`src/rtl/pio_ctrl_arb.sv`:
```
// pio_ctrl_arb: boots one pio instance from the program/config ROMs, then
// shares its action/din port between four requesters with round-robin pushes.
module pio_ctrl_arb #(
  parameter int PROG_LEN = 32,
  parameter int CONF_LEN = 6,
  parameter int STALL_W  = 8
) (
  input  logic               clk_25mhz,
  input  logic               reset,
  output logic [4:0]         prog_addr,
  input  logic [15:0]        prog_data,
  output logic [4:0]         conf_addr,
  input  logic [37:0]        conf_data,
  input  logic               reload,
  input  logic [3:0]         req_valid,
  input  logic [127:0]       req_data,
  output logic [3:0]         req_ready,
  input  logic [3:0]         tx_full,
  output logic [3:0]         action,
  output logic [31:0]        din,
  output logic [4:0]         index,
  output logic [1:0]         mindex,
  output logic               running,
  output logic [STALL_W-1:0] stall_cnt
);

  typedef enum logic [1:0] {LOAD, CONF, RUN, GAP} state_t;

  localparam logic [3:0] ACT_NOP   = 4'd0;
  localparam logic [3:0] ACT_LOAD  = 4'd1;
  localparam logic [3:0] ACT_PUSH  = 4'd4;
  localparam logic [4:0] PROG_LAST = 5'(PROG_LEN - 1);
  localparam logic [4:0] CONF_LAST = 5'(CONF_LEN - 1);

  state_t      state, state_nxt;
  logic [4:0]  pindex, pindex_nxt;
  logic [4:0]  cindex, cindex_nxt;
  logic [1:0]  last_grant, last_grant_nxt;
  logic        reload_pend, reload_pend_nxt;
  logic [3:0]  action_nxt;
  logic [31:0] din_nxt;
  logic [4:0]  index_nxt;
  logic [1:0]  mindex_nxt;
  logic [3:0]  eligible;
  logic [1:0]  grant;
  logic        grant_valid;
  logic        stalled;

  assign prog_addr = pindex;
  assign conf_addr = cindex;
  assign eligible  = req_valid & ~tx_full;
  assign running   = (state == RUN) || (state == GAP);
  assign stalled   = running && (|(req_valid & tx_full));

  // Search from the largest offset down so the nearest eligible requester after last_grant wins.
  always_comb begin
    grant       = last_grant;
    grant_valid = 1'b0;
    for (int k = 4; k >= 1; k--) begin
      if (eligible[2'(last_grant + 2'(k))]) begin
        grant       = 2'(last_grant + 2'(k));
        grant_valid = 1'b1;
      end
    end
  end

  always_comb begin
    state_nxt       = state;
    pindex_nxt      = pindex;
    cindex_nxt      = cindex;
    last_grant_nxt  = last_grant;
    reload_pend_nxt = reload_pend;
    action_nxt      = ACT_NOP;
    din_nxt         = din;
    index_nxt       = index;
    mindex_nxt      = mindex;
    req_ready       = 4'b0000;
    unique case (state)
      LOAD: begin
        action_nxt = ACT_LOAD;
        index_nxt  = pindex;
        din_nxt    = {16'b0, prog_data};
        if (pindex == PROG_LAST) begin
          pindex_nxt = 5'd0;
          state_nxt  = CONF;
        end else begin
          pindex_nxt = pindex + 5'd1;
        end
      end
      CONF: begin
        mindex_nxt = conf_data[37:36];
        action_nxt = conf_data[35:32];
        din_nxt    = conf_data[31:0];
        if (cindex == CONF_LAST) begin
          cindex_nxt = 5'd0;
          state_nxt  = RUN;
        end else begin
          cindex_nxt = cindex + 5'd1;
        end
      end
      RUN: begin
        if (reload_pend || reload) begin
          reload_pend_nxt = 1'b0;
          state_nxt       = LOAD;
        end else if (grant_valid) begin
          req_ready      = 4'b0001 << grant;
          action_nxt     = ACT_PUSH;
          mindex_nxt     = grant;
          din_nxt        = req_data[{grant, 5'b00000} +: 32];
          last_grant_nxt = grant;
          state_nxt      = GAP;
        end
      end
      GAP: begin
        // A reload seen here is deferred so the push just issued is not disturbed.
        if (reload) reload_pend_nxt = 1'b1;
        state_nxt = RUN;
      end
      default: state_nxt = LOAD;
    endcase
  end

  always_ff @(posedge clk_25mhz) begin
    if (reset) begin
      state       <= LOAD;
      pindex      <= 5'd0;
      cindex      <= 5'd0;
      last_grant  <= 2'd3;
      reload_pend <= 1'b0;
      action      <= ACT_NOP;
      din         <= 32'd0;
      index       <= 5'd0;
      mindex      <= 2'd0;
      stall_cnt   <= '0;
    end else begin
      state       <= state_nxt;
      pindex      <= pindex_nxt;
      cindex      <= cindex_nxt;
      last_grant  <= last_grant_nxt;
      reload_pend <= reload_pend_nxt;
      action      <= action_nxt;
      din         <= din_nxt;
      index       <= index_nxt;
      mindex      <= mindex_nxt;
      if (stalled && (stall_cnt != '1)) stall_cnt <= stall_cnt + STALL_W'(1);
    end
  end

endmodule

```
`config.mk`:
```
export PLATFORM = sky130hd
export DESIGN_NAME = pio_ctrl_arb
export DESIGN_NICKNAME = d
export VERILOG_FILES = /design/src/rtl/pio_ctrl_arb.sv
export SDC_FILE = /design/constraint.sdc
export NUM_CORES = 1
export LEC_CHECK = 0
export ABC_AREA = 1
export CORE_AREA = 2 2 103 115
export CTS_CLUSTER_SIZE = 14
export DETAILED_ROUTE_END_ITERATION = 10
export DIE_AREA = 0 0 105 117
export MAX_ROUTING_LAYER = met4
export PLACE_DENSITY = 0.85
export SLEW_MARGIN = 15
export SYNTH_ARGS = -nofsm -noshare
export SYNTH_HDL_FRONTEND = slang
export SYNTH_SLANG_ARGS = --single-unit
```
`constraint.sdc`:
```
create_clock -name clk_25mhz -period 2.8 [get_ports clk_25mhz]
set_input_delay 0.42 -clock clk_25mhz [delete_from_list [all_inputs] [get_ports clk_25mhz]]
set_output_delay 0.42 -clock clk_25mhz [all_outputs]
set_load 0.02 [all_outputs]
```
==> flow_summary.yaml <==
sta:
  period_minus_slack_ns: 2.69
  timing.hold.ws_ns: 0.463
  tightest_slew_ns: 0.708
  slew_headroom: 0.528
  hold_violations: 0
  slew_viol_final: 0
  fin_crit_sh: 0.960
  skew_ns: 0.00963
  setup_viol: 0
  fmax_ghz: 0.372
  rsz0062_at_grt: "false"
clock_network:
  cts.path.max_buffers: 2
  clk_latency_ns: 0.33
  cts_tree: "built"
  numCtsBuffers: 9
  cts_sinks: 66
  cts_setup_buffers: 0
  clk_transition_reported_paths_ns: 0.06
  cts_root_buf: "clkbuf_16"
  ctsHoldBuffers: 0
  htreeDepth: 3
floorplan:
  coreArea_um2: 11200
  row_count: 41
  die-width_um: 105
  die_y_um: 117
  start_util: 0.409
  io_pins: 259
  die_area_um2: 12300
detailed_routing:
  vias: 5742
  routed_wirelength_mm: 18.0
  route.detailed.drc: 0
  drtAntennaViolNets: 0
  first_pass_iters: 5
  drt-wirelength-per-cell_um: 15.6
  drt-vias-per-instance: 4.96
  first_iter_violations: 282
setup_path:
  critPathKind: "input pin to output port"
  cp.required_ns: 2.38
  worstSetupEndpointType: "output port"
  arrival_ns: 2.27
  startpoint_type: "input pin"
  worstPathMaxFanout: 5
  slowest_stage: "clkdlybuf4s50_1"
  worstPathCellList: "clkdlybuf4s50_1 -> nand3_1 -> nand2_1 -> nand2_1 -> nand2_1 -> nor3_2 -> nand2_1 -> inv_1 -> nor2_2 -> nand2_1 -> nor2_1 -> clkdlybuf4s15_1"
  critPathMostFrequentCell: "nand2_1"
  max_stage_delay_ns: 0.50
yosys:
  yosysSeqAreaShare: 0.289
  ys_warn_count: 0
  synth.distinct_cells: 35
  synth_area_um2: 4570
  avgSynthCellArea_um2: 6.13
  synth-seq-cells: 66
  syn-instance-count: 746
  syn_nets: 948
grt:
  grt_max_degree: 120
  antenna_found_initial: 5
  grt_usage: 0.302
  grt_pass1_vias: 5509
  grt_pass1_wl_mm: 28.3
  overflow: 0
final_layout:
  nets: 1200
  syn2layout_area_growth_pct: 67.5
  fin_util: 0.685
  final_cells: 1158
  layout-drive-gt1-share: 0.0678
hold_path:
  hold_class: "flip-flop to flip-flop"
place:
  gp_congestion: 0.969
  io_buffer_count: 258
  dp_cells: 1137
  dp_hpwl_mm: 13.8
pwr:
  p_sw_frac: 0.432
  clkPwrFrac: 0.210
  power_w: 0.00549
  seqPwrFrac: 0.234
  irDropWorstVdd_mv: 0.572
  pwr-share-comb: 0.555
  powerDensity_nw_per_um2: 716
  p_int_w: 0.00312
  leakage_nw: 3.25
  power.switching_w: 0.00237
run:
  maxCapViolations: 0
outcome:
  status: "finished clean"
[synth_stat cells]
master / number / share of area
o22ai_1: 1 / 0.0014
clkbuf_1: 21 / 0.017
nor3_1: 6 / 0.0066
xor2_2: 1 / 0.0036
buf_6: 7 / 0.017
xor2_1: 3 / 0.0057
o211ai_1: 29 / 0.048
inv_4: 2 / 0.0027
ha_1: 9 / 0.025
nand2_2: 3 / 0.0041
o21ai_1: 1 / 0.0011
nor2_8: 1 / 0.0044
a211oi_1: 2 / 0.0033
nor2_1: 56 / 0.046
inv_1: 100 / 0.082
buf_2: 11 / 0.012
o2111ai_1: 1 / 0.0019
nand2_1: 195 / 0.16
o21ai_0: 24 / 0.026
buf_4: 3 / 0.0049
or2_2: 3 / 0.0041
a221oi_1: 2 / 0.0038
nand2_4: 1 / 0.0025
nand3_1: 92 / 0.10
nor4_1: 1 / 0.0014
o31ai_1: 1 / 0.0016
nor2_2: 1 / 0.0014
dfxtp_1: 66 / 0.29
inv_2: 3 / 0.0025
nand3_2: 2 / 0.0044
nand4_1: 1 / 0.0014
or2_1: 27 / 0.037
clkbuf_2: 1 / 0.0011
nor2_4: 1 / 0.0025
a21oi_1: 68 / 0.074
[registers in the layout, summed over array words and instances, names as in the netlist]
| register | count |
|---|---|
| mindex | 2 |
| reload_pend | 1 |
| action | 4 |
| index | 5 |
| din | 32 |
| conf_addr | 5 |
| prog_addr | 5 |
| stall_cnt | 8 |
| state | 2 |
| last_grant | 2 |
[routing by layer]
metal | global-route usage | vias up | share of wire
met2 | 0.532 | 243 | 0.49
li1 | - | 2899 | -
met1 | 0.331 | 2564 | 0.39
met4 | 0.0987 | 0 | 0.029
met3 | 0.0864 | 36 | 0.084
met5 | - | - | 0
[final cells by class]
cell class                 instances  area (um^2)
multi-input combinational        532         2630
antenna                            5         12.5
sequential                        66         1320
timing repair buffer             284         2810
fill                             998         3520
clock inverter                     7         77.6
tap                              150          188
clock buffer                       9          225
inverter                         105          399
[power groups by stage]
| stage | sequential (W) | combinational [W] | clock, W |
|---|---|---|---|
| after floorplan | 0.00150 | 0.00164 | 0 |
| after global placement | 0.00129 | 0.00299 | 0 |
| after detailed placement | 0.00130 | 0.00304 | 0 |
| after CTS | 0.00128 | 0.00306 | 0.00117 |
| after global routing | 0.00131 | 0.00334 | 0.00121 |
| final | 0.00129 | 0.00305 | 0.00115 |
[stage by stage]
step                setup TNS, ns  cell area [um^2]  setup slack (ns)
finish                          0              7660             0.112
global route                    0              7660            0.0187
CTS                             0              7650             0.122
detailed placement         -0.812              7350            -0.217
global placement           -0.522              7350            -0.141
floorplan                       0              4570             0.631
[cells in the final DEF, fill, tap and decap left out, types with 2 or more instances in the layout]
cell             count
ha_1                 8
a221oi_1             2
or2_2                3
buf_12               4
a21oi_1             68
inv_2                3
o21ai_0             24
a211oi_1             2
nand2_2              2
nor2_2               2
clkbuf_2             3
o211ai_1            29
xor2_1               3
nor3_1               5
clkinv_4             3
nand3_2              2
nand2_4              2
nand3_1             92
buf_4               22
inv_4                2
dfxtp_1             65
diode_2              5
or2_1               27
nand2_1            195
inv_1              100
clkbuf_16            9
nor2_1              55
clkdlybuf4s50_1    253
[worst paths after layout]
check,startpoint,end,slack [ns],cells after the start
hold / removal,din[7],din[7],0.46,2
setup / recovery,req_valid[1],req_ready[2],0.11,12
hold reg to reg,din[7],din[7],0.46,2
setup reg to reg,last_grant[0],din[25],0.44,16
[worst max-delay path: cells and delay by family]
family	cells	cell delay, ns
buffers and inverters	3	0.88
AND/OR/NAND/NOR	9	0.98
[logic make-up (layout without fill, tap and decap cells)]
kind of cell    after synthesis  count (layout)  share of synthesized area
compound gates              129             129                      0.161
buf+inv                     148             405                      0.140
other cells                   0               5                          0
simple gates                390             390                      0.376
xor+xnor                      4               4                    0.00930
flops                        66              66                      0.289
fa+ha+maj                     9               9                     0.0246
[what timing repair did]
| item | 4_1_cts | 5_1_grt |
|---|---|---|
| endpoints found under the setup margin | 4 | 4 |
| resized for setup | 6 | 8 |
| pin swaps | 0 | 0 |
No activity file was read; power rests on OpenSTA's default activity.
